$ cat src/rtl/micro_ucr_pkg.sv
`default_nettype none
// ============================================================================
//  Module      : micro_ucr_pkg
//  Description : Shared widths, scheduler state encoding and the target
//                comparison used by the hash scheduler and the core checkers.
//  Revision    : 1.0 - initial release
// ============================================================================
package micro_ucr_pkg;

    localparam int BYTE      = 8;
    localparam int HASH_W    = 24;
    localparam int BLOQUE_W  = 96;
    localparam int NONCE_W   = 32;
    // One core input word: block header followed by that core's nonce.
    localparam int ENTRADA_W = BLOQUE_W + NONCE_W;

    // Scheduler FSM encoding.
    localparam int              ST_W      = 3;
    localparam logic [ST_W-1:0] S_IDLE    = 3'd0;
    localparam logic [ST_W-1:0] S_LANZA   = 3'd1;
    localparam logic [ST_W-1:0] S_ESPERA  = 3'd2;
    localparam logic [ST_W-1:0] S_EVALUA  = 3'd3;
    localparam logic [ST_W-1:0] S_EXITO   = 3'd4;
    localparam logic [ST_W-1:0] S_AGOTADO = 3'd5;

    // A hash meets the target when both of its two upper bytes are strictly
    // below the difficulty byte (unsigned).
    function automatic logic cumple_target(input logic [HASH_W-1:0] hash,
                                           input logic [BYTE-1:0]   target);
        return (hash[HASH_W-1 -: BYTE] < target) &&
               (hash[HASH_W-BYTE-1 -: BYTE] < target);
    endfunction

endpackage
`default_nettype wire

$ cat src/rtl/micro_ucr_target_check.sv
`default_nettype none
// ============================================================================
//  Module      : micro_ucr_target_check
//  Description : Combinational comparison of N core hashes against the
//                difficulty byte. Reports a per-core hit vector and the
//                index/hash of the lowest-numbered hitting core.
//  Ports       : i_hashes   core i hash in [HASH_W*i +: HASH_W]
//                i_target   difficulty byte
//                o_hit      per-core hit flags
//                o_win_idx  lowest hitting index (0 when no hit)
//                o_win_hash hash of that core (0 when no hit)
//  Revision    : 1.0 - initial release
// ============================================================================
module micro_ucr_target_check
    import micro_ucr_pkg::*;
#(
    parameter int NUM_BLOQUES_PARALELOS = 4,
    parameter int IDX_W                 = 2
) (
    input  logic [HASH_W*NUM_BLOQUES_PARALELOS-1:0] i_hashes,
    input  logic [BYTE-1:0]                         i_target,
    output logic [NUM_BLOQUES_PARALELOS-1:0]        o_hit,
    output logic [IDX_W-1:0]                        o_win_idx,
    output logic [HASH_W-1:0]                       o_win_hash
);

    for (genvar gi = 0; gi < NUM_BLOQUES_PARALELOS; gi++) begin : g_cmp
        assign o_hit[gi] = cumple_target(i_hashes[HASH_W*gi +: HASH_W], i_target);
    end

    // Scan from the top index down so the lowest hitting core is written last
    // and therefore wins.
    always_comb begin
        o_win_idx  = '0;
        o_win_hash = '0;
        for (int i = NUM_BLOQUES_PARALELOS - 1; i >= 0; i--) begin
            if (o_hit[i]) begin
                o_win_idx  = IDX_W'(i);
                o_win_hash = i_hashes[HASH_W*i +: HASH_W];
            end
        end
    end

endmodule
`default_nettype wire

$ cat src/rtl/micro_ucr_hash_scheduler.sv
`default_nettype none
// ============================================================================
//  Module      : micro_ucr_hash_scheduler
//  Description : Responder end of the miner job interface. Latches a job,
//                drives NUM_BLOQUES_PARALELOS lock-step hash cores, strides
//                their nonces each round and reports the first hash that
//                meets the target (terminado_out) or exhaustion (agotado_out).
//  Ports       : clk, reset (sync, active-high)
//                inicio            level job request / abort when low
//                bloque_datos      96-bit block header, byte 0 in [95:88]
//                nonce_iniciales   starting nonce of core i in [32*i +: 32]
//                target            difficulty byte
//                core_start        one-cycle launch pulse to all cores
//                core_entrada      core i word {bloque, nonce_i} in [128*i +: 128]
//                core_listo        per-core done flags
//                core_hash         core i hash in [24*i +: 24]
//                bounty_out        winning hash
//                nonce_out         winning nonce
//                terminado_out     job finished with a hit
//                agotado_out       job finished without a hit
//  Revision    : 1.0 - initial release
// ============================================================================
module micro_ucr_hash_scheduler
    import micro_ucr_pkg::*;
#(
    parameter int NUM_BLOQUES_PARALELOS = 4,
    parameter int MAX_RONDAS            = 1024
) (
    input  logic                                       clk,
    input  logic                                       reset,
    input  logic                                       inicio,
    input  logic [BLOQUE_W-1:0]                        bloque_datos,
    input  logic [NONCE_W*NUM_BLOQUES_PARALELOS-1:0]   nonce_iniciales,
    input  logic [BYTE-1:0]                            target,
    output logic                                       core_start,
    output logic [ENTRADA_W*NUM_BLOQUES_PARALELOS-1:0] core_entrada,
    input  logic [NUM_BLOQUES_PARALELOS-1:0]           core_listo,
    input  logic [HASH_W*NUM_BLOQUES_PARALELOS-1:0]    core_hash,
    output logic [HASH_W-1:0]                          bounty_out,
    output logic [NONCE_W-1:0]                         nonce_out,
    output logic                                       terminado_out,
    output logic                                       agotado_out
);

    localparam int                   c_n       = NUM_BLOQUES_PARALELOS;
    localparam int                   c_idx_w   = (c_n > 1) ? $clog2(c_n) : 1;
    localparam int                   c_ronda_w = $clog2(MAX_RONDAS + 1);
    localparam logic [NONCE_W:0]     c_paso    = (NONCE_W+1)'(c_n);
    localparam logic [c_ronda_w-1:0] c_ultima  = c_ronda_w'(MAX_RONDAS - 1);

    logic [ST_W-1:0]      r_estado;
    logic [BLOQUE_W-1:0]  r_bloque;
    logic [BYTE-1:0]      r_target;
    logic [NONCE_W-1:0]   r_nonce [c_n];
    logic [c_ronda_w-1:0] r_ronda;
    logic                 r_core_start;
    logic [HASH_W-1:0]    r_bounty;
    logic [NONCE_W-1:0]   r_nonce_out;
    logic                 r_terminado;
    logic                 r_agotado;

    logic [c_n-1:0]       w_hit;
    logic [c_idx_w-1:0]   w_win_idx;
    logic [HASH_W-1:0]    w_win_hash;
    logic [NONCE_W:0]     w_suma [c_n];
    logic [c_n-1:0]       w_acarreo;

    micro_ucr_target_check #(
        .NUM_BLOQUES_PARALELOS (c_n),
        .IDX_W                 (c_idx_w)
    ) u_target_check (
        .i_hashes   (core_hash),
        .i_target   (r_target),
        .o_hit      (w_hit),
        .o_win_idx  (w_win_idx),
        .o_win_hash (w_win_hash)
    );

    // Next-round nonce per core; the extra bit flags a 32-bit wrap so the
    // wrapped value is never launched.
    for (genvar gi = 0; gi < c_n; gi++) begin : g_nonce
        assign w_suma[gi]    = {1'b0, r_nonce[gi]} + c_paso;
        assign w_acarreo[gi] = w_suma[gi][NONCE_W];
        assign core_entrada[ENTRADA_W*gi +: ENTRADA_W] = {r_bloque, r_nonce[gi]};
    end

    always_ff @(posedge clk) begin
        if (reset) begin
            r_estado     <= S_IDLE;
            r_bloque     <= '0;
            r_target     <= '0;
            r_ronda      <= '0;
            r_core_start <= 1'b0;
            r_bounty     <= '0;
            r_nonce_out  <= '0;
            r_terminado  <= 1'b0;
            r_agotado    <= 1'b0;
            for (int i = 0; i < c_n; i++) begin
                r_nonce[i] <= '0;
            end
        end else begin
            r_core_start <= 1'b0;
            case (r_estado)
                S_IDLE: begin
                    if (inicio) begin
                        r_bloque <= bloque_datos;
                        r_target <= target;
                        r_ronda  <= '0;
                        for (int i = 0; i < c_n; i++) begin
                            r_nonce[i] <= nonce_iniciales[NONCE_W*i +: NONCE_W];
                        end
                        r_estado <= S_LANZA;
                    end
                end

                S_LANZA: begin
                    if (!inicio) begin
                        r_estado <= S_IDLE;
                    end else begin
                        r_core_start <= 1'b1;
                        r_estado     <= S_ESPERA;
                    end
                end

                // core_listo still shows the previous round while the start
                // pulse is out, so it is only trusted once the pulse is gone.
                S_ESPERA: begin
                    if (!inicio) begin
                        r_estado <= S_IDLE;
                    end else if (!r_core_start && (&core_listo)) begin
                        r_estado <= S_EVALUA;
                    end
                end

                S_EVALUA: begin
                    if (!inicio) begin
                        r_estado <= S_IDLE;
                    end else if (|w_hit) begin
                        r_bounty    <= w_win_hash;
                        r_nonce_out <= r_nonce[w_win_idx];
                        r_terminado <= 1'b1;
                        r_estado    <= S_EXITO;
                    end else if ((r_ronda == c_ultima) || (|w_acarreo)) begin
                        // This round was the last allowed one, or the next
                        // stride would wrap a nonce.
                        r_agotado <= 1'b1;
                        r_estado  <= S_AGOTADO;
                    end else begin
                        for (int i = 0; i < c_n; i++) begin
                            r_nonce[i] <= w_suma[i][NONCE_W-1:0];
                        end
                        r_ronda  <= r_ronda + c_ronda_w'(1);
                        r_estado <= S_LANZA;
                    end
                end

                S_EXITO, S_AGOTADO: begin
                    if (!inicio) begin
                        r_bounty    <= '0;
                        r_nonce_out <= '0;
                        r_terminado <= 1'b0;
                        r_agotado   <= 1'b0;
                        r_estado    <= S_IDLE;
                    end
                end

                default: r_estado <= S_IDLE;
            endcase
        end
    end

    assign core_start    = r_core_start;
    assign bounty_out    = r_bounty;
    assign nonce_out     = r_nonce_out;
    assign terminado_out = r_terminado;
    assign agotado_out   = r_agotado;

endmodule
`default_nettype wire
$ cat config.mk
export PLATFORM = sky130hd
export DESIGN_NAME = micro_ucr_hash_scheduler
export DESIGN_NICKNAME = d
export VERILOG_FILES = /design/src/rtl/micro_ucr_pkg.sv /design/src/rtl/micro_ucr_target_check.sv /design/src/rtl/micro_ucr_hash_scheduler.sv
export SDC_FILE = /design/constraint.sdc
export NUM_CORES = 1
export LEC_CHECK = 0
export ABC_AREA = 1
export CORE_AREA = 4 4 352 354
export CTS_CLUSTER_DIAMETER = 200
export CTS_CLUSTER_SIZE = 14
export DETAILED_ROUTE_END_ITERATION = 10
export DIE_AREA = 0 0 356 358
export GPL_TIMING_DRIVEN = 0
export PLACE_DENSITY = 0.46
export SYNTH_ARGS = -nofsm -noshare
export SYNTH_HDL_FRONTEND = slang
export SYNTH_SLANG_ARGS = --single-unit
$ cat constraint.sdc
create_clock -name clk -period 3.76 [get_ports clk]
set_input_delay 0.752 -clock clk [delete_from_list [all_inputs] [get_ports clk]]
set_output_delay 0.752 -clock clk [all_outputs]
set_load 0.1 [all_outputs]
# Word-level counts from Yosys, hierarchy flattened

Memories as Yosys holds them, arrays and structs flattened.
Cells that the tools add are included.

Add/subtract/negate cells: 5
Order comparisons: 8
Equal/unequal tests: 14
Muxes and demuxes: 58
Bitwise operators: 9
Reductions and logical operators: 20

Operator list:

| operator                | number |
|---|---|
| $mux W32                | 11 |
| $mux W24                | 7 |
| $add A32 B3 Y33 const B | 4 |
| $lt A8 B8 Y1            | 8 |
| $pmux W32 S2            | 1 |
| $pmux W24 S2            | 1 |
| $mux W11                | 4 |
| $pmux W11 S2            | 1 |
| $mux W3                 | 7 |
| $mux W1                 | 18 |
| $pmux W3 S5             | 1 |
| $ne A2 B2 Y1 const B    | 7 |
| $add A11 B1 Y11 const B | 1 |
| $eq A11 B10 Y1 const B  | 1 |
| $mux W2                 | 5 |
| $reduce_and A5 Y1       | 2 |
| $or A1 B1 Y1            | 8 |
| $reduce_and A4 Y1       | 2 |
| $reduce_or A4 Y1        | 2 |
| $eq A3 B2 Y1 const B    | 2 |
| $eq A3 B3 Y1 const B    | 2 |
| $logic_and A1 B1 Y1     | 5 |
| $pmux W1 S2             | 2 |
| $reduce_bool A2 Y1      | 2 |
| other kinds (9)         | 10 |

Flip-flop bits (word level): 177
Memory bits (writable): 128
Input bits: 335
Memories: 1

Memories:

| name    | depth | width | read ports | clocked after memory_dff | wr ports | line                           | RTL |
|---|---|---|---|---|---|---|---|
| r_nonce | 4     | 32    | 5          | 0                        | 4        | micro_ucr_hash_scheduler.sv:54 | `logic [NONCE_W-1:0] r_nonce [c_n];` |

# Depth between registers and ports, before layout

Gate-level depths: netlist of run 1.
An unclocked memory read counts as a cell.

Depth in word-level cells: 11
Gate-level depth with buffers: 19
Mapped depth without buffers: 18

# Cells and area by module

Synthesis of run 1 repeated with hierarchy kept, for this count alone.

Cells, all modules: 2859
Area total of the unflattened synthesis: 20601.0 sq um

By module, submodules not included:

| module                   | instances | cells each | area an instance (sq um) | seq. area each (sq um) |
|---|---|---|---|---|
| micro_ucr_hash_scheduler | 1         | 2381       | 18117.4                  | 7387.1 |
| micro_ucr_target_check   | 1         | 478        | 2483.6                   | 0.0 |

# Least setup slack after synthesis of run 1

Ideal clock, no wire load.

Path kind: reg2reg
From: memory r_nonce[0][2]
To: memory r_nonce[0][10], enable pin
Data arrival time: 3153 ps
Setup slack: 143 ps
Cell stages (with the launch flop): 15
Buffers on the path: 0
Period minus slack after synthesis: 3617 ps
Cells stage by stage: edfxtp_1 -> ha_1 -> nand3_2 -> nor2_4 -> nand2_2 -> nor2_4 -> nand2_2 -> nor2_4 -> nand3_1 -> nand2_1 -> inv_2 -> nand2_4 -> nor3_2 -> nor2_1 -> nand2_1

RTL lines:

| what               | line |
|---|---|
| start: declaration | micro_ucr_hash_scheduler.sv:54 |

# Final worst setup path of run 1

From: input core_hash[37]
To: register r_nonce_out[10], in the netlist nonce_out[10]

Word-level cells in the longest chain between the ends: 8

RTL lines:

| what                    | line                            | RTL |
|---|---|---|
| start: declaration      | micro_ucr_hash_scheduler.sv:38  | `input logic [HASH_W*NUM_BLOQUES_PARALELOS-1:0] core_hash,` |
| $lt A8 B8 Y1 (*)        | micro_ucr_pkg.sv:31             | `(hash[HASH_W-BYTE-1 -: BYTE] < target);` |
| $logic_and A1 B1 Y1 (*) | micro_ucr_pkg.sv:30             | `return (hash[HASH_W-1 -: BYTE] < target) &&` |
| $mux W2 (2 in series)   | micro_ucr_target_check.sv:37    | `if (o_hit[i]) begin` |
| $mem_v2 Z4 W32          | -                               |  |
| $mux W32                | micro_ucr_hash_scheduler.sv:138 | `end else if (\|w_hit) begin` |
| $mux W32                | micro_ucr_hash_scheduler.sv:136 | `if (!inicio) begin` |
| $pmux W32 S2            | micro_ucr_hash_scheduler.sv:103 | `case (r_estado)` |
| end signal: assignment  | micro_ucr_hash_scheduler.sv:140 | `r_nonce_out <= r_nonce[w_win_idx];` |
| end: declaration        | micro_ucr_hash_scheduler.sv:58  | `logic [NONCE_W-1:0] r_nonce_out;` |

Every way passes the cells marked *; elsewhere a longest branch is shown, timed or not. The select of a mux whose other input is x is not followed.
A chain may end at the register's enable or synchronous reset.

==> out/summary.txt, run 1 <==
Synth Instances = 2843
DRT antenna net count = 0
DRC viols = 0
leading area contributor after synthesis = edfxtp_1
Fin. Hold Viols = 0
Mapped Nets = 3239
Min Clock Period, post-route = 3470 ps
final setup fails = 0
status = completed
relative slew slack = 5.58%
vias in the first global route = 22300
# H-tree levels = 1
row count = 128
setup slack at placement = -2430 ps
finished layout cell area = 32400 sq um
first-pass GRT wire length = 170 mm
DIE AREA = 127000 sq um
top cell type's share of synthesized area = 18.8%
Die Y = 358 microns
Fin Clk Skew = 25.6 ps
total gr overflow = 0
final period utilization = 92.3%
Setup Crit Path Kind = in -> reg
Sink Count = 305
Clock Tree Buf Depth = 3
Layout area overhead = 58.4%
register area share after synthesis = 36.1%
WHS = 461 ps
number of synthesized flops with an enable pin = 128
fin worst setup slack = 290 ps
Max-Cap Viols = 0
Layout Nets = 4178
most common flop cell mapped by yosys = dfxtp_1
mapped cell area = 20500 sq um
total wire length = 126 mm
post-synthesis area per instance = 7.20 sq um
detailed placer's ending HPWL = 106 mm
share of cells above drive strength 1 = 12.6%
Die Wd = 356 microns
Worst Path Max Fanout = 10
routed vias/inst = 4.07
DP Area = 31600 sq um
FF+latch count, synth = 305
Core ar. = 121000 sq um
Clk Latency, worst-skew pair = 610 ps
Hold WC Path Type = reg -> reg
gr usage total = 18.7%
CTS tree = yes
routed len/inst = 23.1 microns
CP Data Arrival Time = 4010 ps
CP Capture Type = flip-flop
Peak supply drop = 0.287 mV
initial antenna violation count = 34
FF-to-FF setup slack = 310 ps
cts hold-fix bufs = 0
largest net degree at the start of global routing = 31
Port-buffer cells = 905
synth unique cells = 40
worst slew pin tran = 1410 ps
Num CTS Buffers = 25
type of origin of the critical path = input port
synth top area cells = edfxtp_1, dfxtp_1, nand2_1
1st-iter DRT viols = 1423
static leakage = 13.6 nW
routed vias = 22100
fraction of registers with async set/reset = 0%
clk slew on worst S/H paths = 90 ps
Worst EP required = 4300 ps
Initial Util = 16.9%
Highest Clock Rate = 288 MHz
RSZ-0062 raised after global routing = false
Top-Level Pins = 906
Pwr Density = 448 nW/um^2
Max Slew Vio Count = 0
Ys Warns = 0
CTS Root Cell = clkbuf_16
GPL Wtd Cong = 0.885
DR pass1 iterations = 5
-- stage by stage --
stage | setup TNS [ps] | utilization, % | instances | power [mW]
after floorplan | 0 | - | 2843 | 9.48
after global placement | -586040 | 26.1 | 5373 | 11.9
after detailed placement | -306900 | 26.1 | 5375 | 12.0
after CTS | 0 | 26.7 | 5421 | 14.7
after global routing | 0 | 26.8 | 5435 | 15.2
final | 0 | 26.8 | 5438 | 14.5
-- cell usage after synthesis (all sizes together) (33+ instances only) --
cell    count
ha         61
clkbuf     60
nand3     342
edfxtp    128
nand4      33
inv       221
a21oi      96
nand2     901
nor2      161
nor3       52
o21ai     137
buf       359
xor2       89
dfxtp     177
-- worst paths after layout --
kind,cells past startpoint,to,from
worst max register to register,14,nonce_out[10],r_target[5]
worst min register to register,2,terminado_out,terminado_out
worst min-delay path,2,terminado_out,terminado_out
worst max-delay path,14,nonce_out[10],core_hash[37]
-- repair_timing --
action | 4_1_cts | 5_1_grt
setup endpoints to repair | 132 | 60
buffers inserted | 2 | 2
gates cloned | 1 | 0
resized for setup | 10 | 2
pin swaps | 1 | 1
endpoints found under the hold margin | 0 | 0
-- registers in the layout, indices dropped and copies added (netlist names) --
register / flops
r_target: 8
core_start: 1
r_nonce: 128
bounty_out: 24
terminado_out: 1
nonce_out: 32
r_bloque: 96
r_ronda: 11
r_estado: 3
agotado_out: 1
-- placed cells by master (no fill, tap or decap), types with 3 or more instances in the layout --
cell type,count
nor3_1,44
nor4_1,11
dfxtp_1,177
buf_8,5
clkbuf_2,3
xor2_1,89
o21ai_2,50
buf_1,14
buf_4,298
nor3_2,5
a21oi_1,95
clkbuf_16,25
nand4_1,33
ha_1,61
edfxtp_1,128
nand2_2,13
nand3_1,336
nor2_2,4
nand2_4,3
nand3_2,5
xnor2_1,5
nor3_4,3
inv_1,215
diode_2,15
nand2_1,885
o21ai_0,63
nor2_1,152
buf_6,11
nor2_4,5
clkbuf_1,73
buf_2,35
clkdlybuf4s50_1,905
o21ai_1,24
inv_2,6
-- critical path: stages --
cell and delay (ps):
clkdlybuf4s50_1 480, ha_1 340, a21oi_1 150, nor2_1 50
nor3_1 210, nand3_1 390, nand2_2 220, inv_2 50
nand2_1 340, buf_2 290, nand3_1 330, nand2_1 180
nand2_1 90, a21oi_1 110
-- where the power goes --
part / total [mW] / internal (mW) / switching (mW) / leakage (nW)
Clock: 2.70 / 1.24 / 1.46 / 0.336
Sequential: 4.15 / 3.73 / 0.421 / 2.79
Combinational: 7.69 / 1.97 / 5.72 / 10.4
Total: 14.5 / 6.94 / 7.60 / 13.6
-- routing by layer --
layer	track usage (%)	share of wire [%]	vias to the layer above
met3	5.50	7.8	147
met4	5.52	3.1	4
met2	33.9	50	760
met1	21.2	39	10400
li1	-	-	10800
met5	0	0.021	-
-- cells by family (layout without fill, tap and decap cells) --
group | Yosys count | count (layout) | synth area share [%]
other | 0 | 15 | 0
XOR/XNOR | 94 | 94 | 4.02
AND/OR/NAND/NOR | 1503 | 1504 | 31.3
flip-flops | 305 | 305 | 36.1
buffers and inverters | 643 | 1597 | 18.1
adder cells (fa/ha/maj) | 61 | 61 | 3.73
AO/OA/AOI/OAI | 237 | 237 | 6.77
-- final cells by class --
class | instances | area, sq um
Buffer | 419 | 2860
Sequential cell | 305 | 7390
Clock inverter | 2 | 13.8
Multi-Input combinational cell | 1896 | 9450
Antenna cell | 15 | 37.5
Tap cell | 1625 | 2030
Clock buffer | 41 | 686
Fill cell | 13500 | 88600
Inverter | 224 | 842
Timing Repair Buffer | 911 | 9130
Note: power is estimated with default switching activity, not from simulation.
==> inputs of run 2 (changes only) <==
--- a/config.mk
+++ b/config.mk
@@ -11,7 +11,6 @@
 export CTS_CLUSTER_SIZE = 14
 export DETAILED_ROUTE_END_ITERATION = 10
 export DIE_AREA = 0 0 356 358
-export GPL_TIMING_DRIVEN = 0
 export PLACE_DENSITY = 0.46
 export SYNTH_ARGS = -nofsm -noshare
 export SYNTH_HDL_FRONTEND = slang
==> run 2 against run 1 <==
  * Power decreased by 3.9%
  * Critical path type is now reg -> reg
  * Worst hold slack improved by 2.2 ps
  * Clock-buffer cell count decreased by 1
  * Flip-flop and latch count unchanged
  * Fmax decreased by 0.34%
  * Critical path depth decreased by 1
==> out/summary.txt, run 2 (synthesis gave the netlist of run 1 again) <==
# H-tree levels = 1
Max Slew Vio Count = 0
largest net degree at the start of global routing = 67
total wire length = 115 mm
cts hold-fix bufs = 0
FF-to-FF path depth = 13
final period utilization = 92.6%
Layout area overhead = 44.5%
setup slack at placement = -215 ps
Die Y = 358 microns
detailed placer's ending HPWL = 93.5 mm
Largest Register = r_nonce
max reg flops = 128
1st-iter DRT viols = 1315
routed len/inst = 22.6 microns
initial antenna violation count = 34
static leakage = 12.4 nW
RSZ-0062 raised after global routing = false
Pwr Density = 472 nW/um^2
Fin. Hold Viols = 0
status = completed
Peak supply drop = 0.395 mV
Layout Nets = 3813
Core ar. = 121000 sq um
Worst R2R End = r_nonce[3][11]
most frequent cells in the layout = nand2_1, clkdlybuf4s50_1, nand3_1
DIE AREA = 127000 sq um
CP Data Arrival Time = 3850 ps
Setup Crit Path Kind = reg -> reg
first-pass GRT wire length = 155 mm
clk slew on worst S/H paths = 80 ps
Final TNS setup = 0 ps
share of cells above drive strength 1 = 12.8%
Sink Count = 305
Port-buffer cells = 905
fin util = 24.4%
Worst EP required = 4130 ps
relative slew slack = 27.5%
gr usage total = 16.9%
most common cell after layout, fill and taps aside = nand2_1
Clk Latency, worst-skew pair = 630 ps
Clock Tree Buf Depth = 3
FF-to-FF setup slack = 280 ps
Die Wd = 356 microns
type of origin of the critical path = flip-flop
Initial Util = 16.9%
Min Clock Period, post-route = 3480 ps
Highest Clock Rate = 287 MHz
GPL Wtd Cong = 0.858
CTS tree = yes
Worst Hold Launch = agotado_out
final setup fails = 0
CTS Root Cell = clkbuf_16
vias in the first global route = 20500
Hold WC Path Type = reg -> reg
Num CTS Buffers = 25
total gr overflow = 0
DR pass1 iterations = 7
row count = 128
routed vias/inst = 4.05
Max-Cap Viols = 0
post-CTS setup buffer count = 0
Fin Clk Skew = 21.1 ps
r2r startpoint = r_nonce[1][3]
Hold Crit Depth = 2
Worst Path Max Fanout = 22
DRT antenna net count = 0
DRC viols = 0
fin worst setup slack = 278 ps
routed vias = 20600
CP Capture Type = flip-flop
worst slew pin tran = 1080 ps
Top-Level Pins = 906
post-CTS sizing = 0
Hold EP = agotado_out
==> run 2: cell count changes in the layout (fill, tap and decap cells not counted), moves of 6 or more <==
cell             previous run  this run
buf_1                      14         0
buf_12                      2        21
buf_2                      35         0
buf_4                     298       292
buf_6                      11         0
clkbuf_1                   73        15
clkdlybuf4s50_1           905       653
==> run 2: final cells by class <==
type | instances | area, sq um
Fill cell | 13500 | 91500
Multi-Input combinational cell | 1895 | 9420
Timing Repair Buffer | 966 | 9150
Sequential cell | 305 | 7390
Tap cell | 1625 | 2030
Inverter | 224 | 847
Clock buffer | 40 | 682
Antenna cell | 18 | 45.0
Clock inverter | 2 | 25.0
==> run 2: metal layers <==
layer  GRT usage (%)  vias up  share of wire (%)
li1                -    10100                  -
met1            19.5     9655                 39
met2            29.3      714                 49
met3            5.42      127                8.1
met4            6.28        6                3.4
met5               0        -              0.033
==> run 2: critical path, cell delays in order (launching register included) <==
cell	delay, ps
edfxtp_1	420
ha_1	240
nand3_2	130
nor3_4	260
nand2_1	180
nor2_1	230
nand3_1	170
nor2_1	140
nor2_1	100
nand2_4	110
nor3_4	50
nor2_1	680
nand2_1	240
buf_12	240
==> run 2: per-stage QoR <==
stage / cells / cell area, sq um / hold slack, ps / power [mW]
floorplan: 2843 / 20500 / 457 / 9.48
global placement: 5015 / 28800 / 444 / 11.4
detailed placement: 5015 / 28800 / 452 / 11.4
CTS: 5057 / 29500 / 465 / 14.2
global route: 5070 / 29600 / 508 / 14.6
finish: 5075 / 29600 / 463 / 14.0
==> run 2: worst max path at each step <==
stage,depth (start not counted),startpoint,endpoint
after floorplan,14,r_nonce[0][2],r_nonce[0][10]
final,13,r_nonce[1][3],r_nonce[3][11]
after CTS,13,r_nonce[1][2],r_nonce[3][29]
after global routing,14,r_target[5],r_nonce[0][13]
after global placement,18,core_hash[95],r_nonce[3][26]
after detailed placement,18,core_hash[95],r_nonce[3][27]
==> run 2: where the power goes <==
| group | leakage [nW] | switching (mW) | internal [mW] | total (mW) |
|---|---|---|---|---|
| registers | 2.79 | 0.418 | 3.73 | 4.14 |
| clock network | 0.340 | 1.44 | 1.25 | 2.69 |
| logic | 9.29 | 5.54 | 1.60 | 7.14 |
| total | 12.4 | 7.40 | 6.58 | 14.0 |
==> variant 1: new RTL, flow settings as in run 1 <==
Register the output `core_entrada`, cleared by the reset; this adds one clock of latency there. The other outputs are not delayed to match.
--- a/src/rtl/micro_ucr_hash_scheduler.sv
+++ b/src/rtl/micro_ucr_hash_scheduler.sv
@@ -49,4 +49,6 @@
     localparam logic [c_ronda_w-1:0] c_ultima  = c_ronda_w'(MAX_RONDAS - 1);
 
+    logic [ENTRADA_W*NUM_BLOQUES_PARALELOS-1:0] core_entrada_d;
+
     logic [ST_W-1:0]      r_estado;
     logic [BLOQUE_W-1:0]  r_bloque;
@@ -82,5 +84,5 @@
         assign w_suma[gi]    = {1'b0, r_nonce[gi]} + c_paso;
         assign w_acarreo[gi] = w_suma[gi][NONCE_W];
-        assign core_entrada[ENTRADA_W*gi +: ENTRADA_W] = {r_bloque, r_nonce[gi]};
+        assign core_entrada_d[ENTRADA_W*gi +: ENTRADA_W] = {r_bloque, r_nonce[gi]};
     end
 
@@ -176,4 +178,12 @@
     assign agotado_out   = r_agotado;
 
+    always_ff @(posedge clk) begin
+        if (reset) begin
+            core_entrada <= '0;
+        end else begin
+            core_entrada <= core_entrada_d;
+        end
+    end
+
 endmodule
 `default_nettype wire
Function: changed (a bounded check fails within 4 cycles, from zero or initial values and one cycle with reset high).
==> variant 1 against run 1 <==
- via count rose by 14%
- maximum frequency down 0.76%
- routed wire length rose by 11%
- sequential cell count grew 224
- design area is 17% higher
- final cell count up 8.0%
- clock power is 66% higher
- die area stayed put
- total power increased by 11%
- worst setup slack worse by 0.026 ns
- area after synthesis grew 25%
- sequential power is 55% higher
- critical path type is now reg -> reg
- largest cell class unchanged
==> variant 1: results (changes against run 1) <==
metric	value	unit	change
status	complete, no violations		
ys_top_cells_by_area	dfxtp_1 31%, edfxtp_1 15%, nand2_1 9.8%, buf_4 8.7%, nor2_1 5.5%		
grt_pass1_wl	189000	um	+11%
worstMarginPinSlew	1.39	ns	-0.0212 ns
dp_hpwl	115000	um	+8.0%
cts_buffers	43		+72%
critPathTopFamily	buffers and inverters		
drt_pre_antenna_iters	8		+3
wl_per_cell	23.8	um	+2.9%
nets	4609		+10%
crit_path_max_incr_delay	0.56	ns	+0.08 ns
cts.htree.levels	2		+1
synth_common_cells	671 x nand2_1, 401 x dfxtp_1, 372 x nor2_1, 309 x inv_1, 298 x buf_4		
r2r_end	r_nonce[2][4]		
worstHoldStart	r_bloque[28]		
placed_cells	5780		+7.5%
clock_skew	0.0403	ns	+0.0148 ns
vias	25200		+14%
synth_nets	3646		+13%
antenna_found_initial	17		-50%
dp_slack	-1.70	ns	+0.733 ns
ys_seq_area_frac	0.464		+0.103
r2r_start	r_target[7]		
finalWeightedCongestion	0.939		+6.1%
final_layout_size_suffix_gt1_frac	0.111		-0.0158
synth_cell_types	39		-2.5%
-- variant 1: cell count changes after synthesis, moves of 16 or more --
cell      delta
a21oi_1     +21
nand3_1     -62
dfxtp_1    +224
inv_1       +94
nor2_1     +218
nand4_1     +18
o21ai_1     -16
o21ai_2     -50
o21ai_0    +138
nand2_1    -218
clkbuf_1    +31
-- variant 1: kinds of logic after synthesis --
group                    synth area share
XOR/XNOR                           0.0349
adder cells (fa/ha/maj)            0.0298
AO/OA/AOI/OAI                      0.0653
AND/OR/NAND/NOR                     0.248
buffers and inverters               0.159
flip-flops                          0.464
-- variant 1: final cells by class --
cell class	count	area (um2)	area share
clock inverters	1	5.00	0.000131
plain buffers	440	2870	0.0754
flip-flops and latches	529	11900	0.312
repair inverters	1	7.51	0.000197
multi-input cells	1962	9730	0.255
clock buffers	64	1200	0.0314
well taps	1625	2030	0.0534
repair buffers	915	9140	0.240
inverters	321	1220	0.0319
diodes	13	32.5	0.000854
-- variant 1: worst max path at each step --
stage | depth (start not counted) | to | slack [ns]
final | 14 | r_nonce[2][4] | 0.26
after global routing | 15 | bounty_out[2] | 0.05
after CTS | 9 | r_bloque[67] | 0.004
after detailed placement | 9 | r_nonce[0][2] | -1.70
after global placement | 9 | r_nonce[0][2] | -2.28
after floorplan | 14 | r_nonce[0][10] | 0.44
-- variant 1: report_power, final --
part	internal, mW	switching (mW)
sequential	6.18	0.269
clock	2.19	2.28
combinational	1.40	3.77
total	9.77	6.32
-- variant 1: per-stage QoR --
stage / hold slack [ns] / TNS (ns) / cell area, um2
after floorplan: 0.405 / 0 / 25600
after global placement: 0.407 / -355.16 / 36700
after detailed placement: 0.412 / -235.41 / 36700
after CTS: 0.417 / 0 / 38000
after global routing: 0.426 / 0 / 38100
final: 0.414 / 0 / 38100
-- variant 1: routing by layer --
metal  track usage  up-vias  wire length [um]
li1              -    12000                 -
met1         0.249    12000             56100
met2         0.369     1005             68700
met3        0.0594      133             11800
met4        0.0455        8              3030
met5             0        -                49
-- variant 1: repair_timing --
| action | CTS | global route |
|---|---|---|
| resized for setup | 11 | 12 |
| endpoints found under the setup margin | 212 | 123 |
| cloned | 2 | 1 |
| hold buffers | 0 | 0 |
| pin swaps | 0 | 1 |
| setup buffers | 6 | 4 |
-- variant 1: worst min-delay path: stages, from the launching register on --
cell,delay (ns)
dfxtp_1,0.30
inv_1,0.05
nor2_1,0.03
==> variant 2: new RTL, config.mk and constraints of run 1 <==
Without the edit above. Set the parameter `MAX_RONDAS` to 256 (it was 1024).
--- a/src/rtl/micro_ucr_hash_scheduler.sv
+++ b/src/rtl/micro_ucr_hash_scheduler.sv
@@ -25,5 +25,5 @@
 #(
     parameter int NUM_BLOQUES_PARALELOS = 4,
-    parameter int MAX_RONDAS            = 1024
+    parameter int MAX_RONDAS            = 256
 ) (
     input  logic                                       clk,
Check against the original RTL: not settled (the Yosys comparison gave no result); the edit may change what the design does.
==> variant 2 against run 1 <==
- design area shrank 2.9%
- sequential cell count down 2
- clock skew rose by 0.014 ns
- sequential power is 2% higher
- final cell count is 5.4% lower
- worst hold slack better by 0.0031 ns
- register-to-register slack lost 0.09 ns
- worst setup slack got worse by 0.073 ns
- total power rose by 2.2%
- via count is 5.7% lower
- routed wire length decreased by 2.5%
- area after synthesis shrank 4.0%
- core utilization is 0.77 points lower
- critical path type is now reg -> reg
- critical endpoint is now r_nonce[1][9]
- largest power group unchanged
==> variant 2: results (changes against run 1) <==
metric	value	unit	change
grt_pass1_vias	20700		-7.4%
total_leakage_power	12.9	nW	-4.7%
route.met3.wl	9350	um	-4.1%
dp_hpwl	103000	um	-3.0%
nets	3893		-6.8%
grtUsageMet1	0.207		-0.00552
r2r_end	r_nonce[1][9]		
critPathTopFamily	simple AND/OR/NAND/NOR gates		
viasPerCell	4.06		-0.27%
hold_class	reg -> reg		
postCtsResizedCells	13		+3
largest_reg_flops	128		unchanged
r2r_start	r_nonce[1][2]		
clockBufferDepth	3		unchanged
grtUsageTotal	0.181		-0.00627
crit_path_max_incr_delay	0.62	ns	+0.14 ns
r2r_slack	0.22	ns	-0.09 ns
gr-usage-met2	0.322		-0.0172
worstRegToRegCells	12		-2
post_cts.repair.setup_buffers	1		-1
final_layout_size_suffix_gt1_frac	0.124		-0.00242
routed_wl	123000	um	-2.5%
io_buffers	904		-0.11%
n_fill_cell	13400		-0.76%
finalWeightedCongestion	0.877		-0.88%
status	complete, no violations		
arrival	3.79	ns	-0.22 ns
synth_nets	2963		-8.5%
synth_cell_types	45		+13%
top_register	r_nonce		
routedLengthMet1	47300	um	-2.8%
wl_met2	61400	um	-3.1%
crit_type	reg -> reg		
vdd_ir_drop_max	0.000287	V	about the same
clkLatencyLatePin	0.61	ns	about the same
slowest_stage	edfxtp_1		
clock_skew	0.0391	ns	+0.0136 ns
crit_fanout	30		+20
drtIter0Drc	1343		-5.6%
ys_seq_area_frac	0.374		+0.0132
top_layer	met5		
worstHoldStart	nonce_out[27]		
synth-edff-count	128		unchanged
grt_pass1_wl	163000	um	-3.9%
use_met3	0.0506		-0.00442
maxSlewViolCount	0		unchanged
antenna_found_initial	22		-35%
synth_common_cells	660 x nand2_1, 296 x buf_4, 250 x nand3_1, 213 x inv_1, 175 x dfxtp_1		
slew_headroom	0.0824		+0.0266
ys_top_cells_by_area	edfxtp_1 20%, dfxtp_1 18%, nand2_1 13%, buf_4 11%, nand3_1 6.4%		
## variant 2: cell types whose count changed in the layout (fill, tap and decap cells not counted), sizes merged, moves of 12 or more
cell	change
a21oi	-12
a22o	+96
buf	-23
nand2	-234
nand3	-88
nor2	-43
o21ai	-22
or2	+21
## variant 2: worst min path at each step
stage / endpoint / cells past startpoint / slack, ns
after detailed placement: nonce_out[24] / 2 / 0.45
after floorplan: r_ronda[8] / 2 / 0.45
after CTS: nonce_out[24] / 2 / 0.47
final: nonce_out[27] / 2 / 0.46
after global routing: bounty_out[21] / 2 / 0.48
after global placement: bounty_out[9] / 2 / 0.45
## variant 2: kinds of logic (layout without fill, tap and decap cells)
logic type / Yosys count / count (layout) / share of synthesized area
adder cells (fa/ha/maj): 62 / 62 / 0.0395
flip-flops: 303 / 303 / 0.374
AND/OR/NAND/NOR: 1177 / 1177 / 0.265
other: 0 / 8 / 0
XOR/XNOR: 92 / 92 / 0.0410
buffers and inverters: 625 / 1568 / 0.182
AO/OA/AOI/OAI: 307 / 307 / 0.0982
## variant 2: layout make-up
cell class	count	area, um2	area share
diodes	8	20.0	0.000635
clock buffers	39	678	0.0215
clock inverters	1	7.51	0.000238
inverters	222	833	0.0265
multi-input cells	1638	8780	0.279
repair buffers	905	9060	0.287
flip-flops and latches	303	7350	0.233
plain buffers	401	2740	0.0871
well taps	1625	2030	0.0645
## variant 2: stage by stage
step	cells	setup slack (ns)	area [um2]
floorplan	2566	0.173	19600
global placement	5095	-2.50	30700
detailed placement	5095	-2.35	30700
CTS	5134	0.0507	31500
global route	5141	0.0696	31500
finish	5142	0.217	31500
## variant 2: power by group
group	internal [mW]	switching [mW]	leakage (nW)
clock network	1.23	1.45	0.325
logic	2.04	5.91	9.79
registers	3.75	0.496	2.81
total	7.01	7.86	12.9
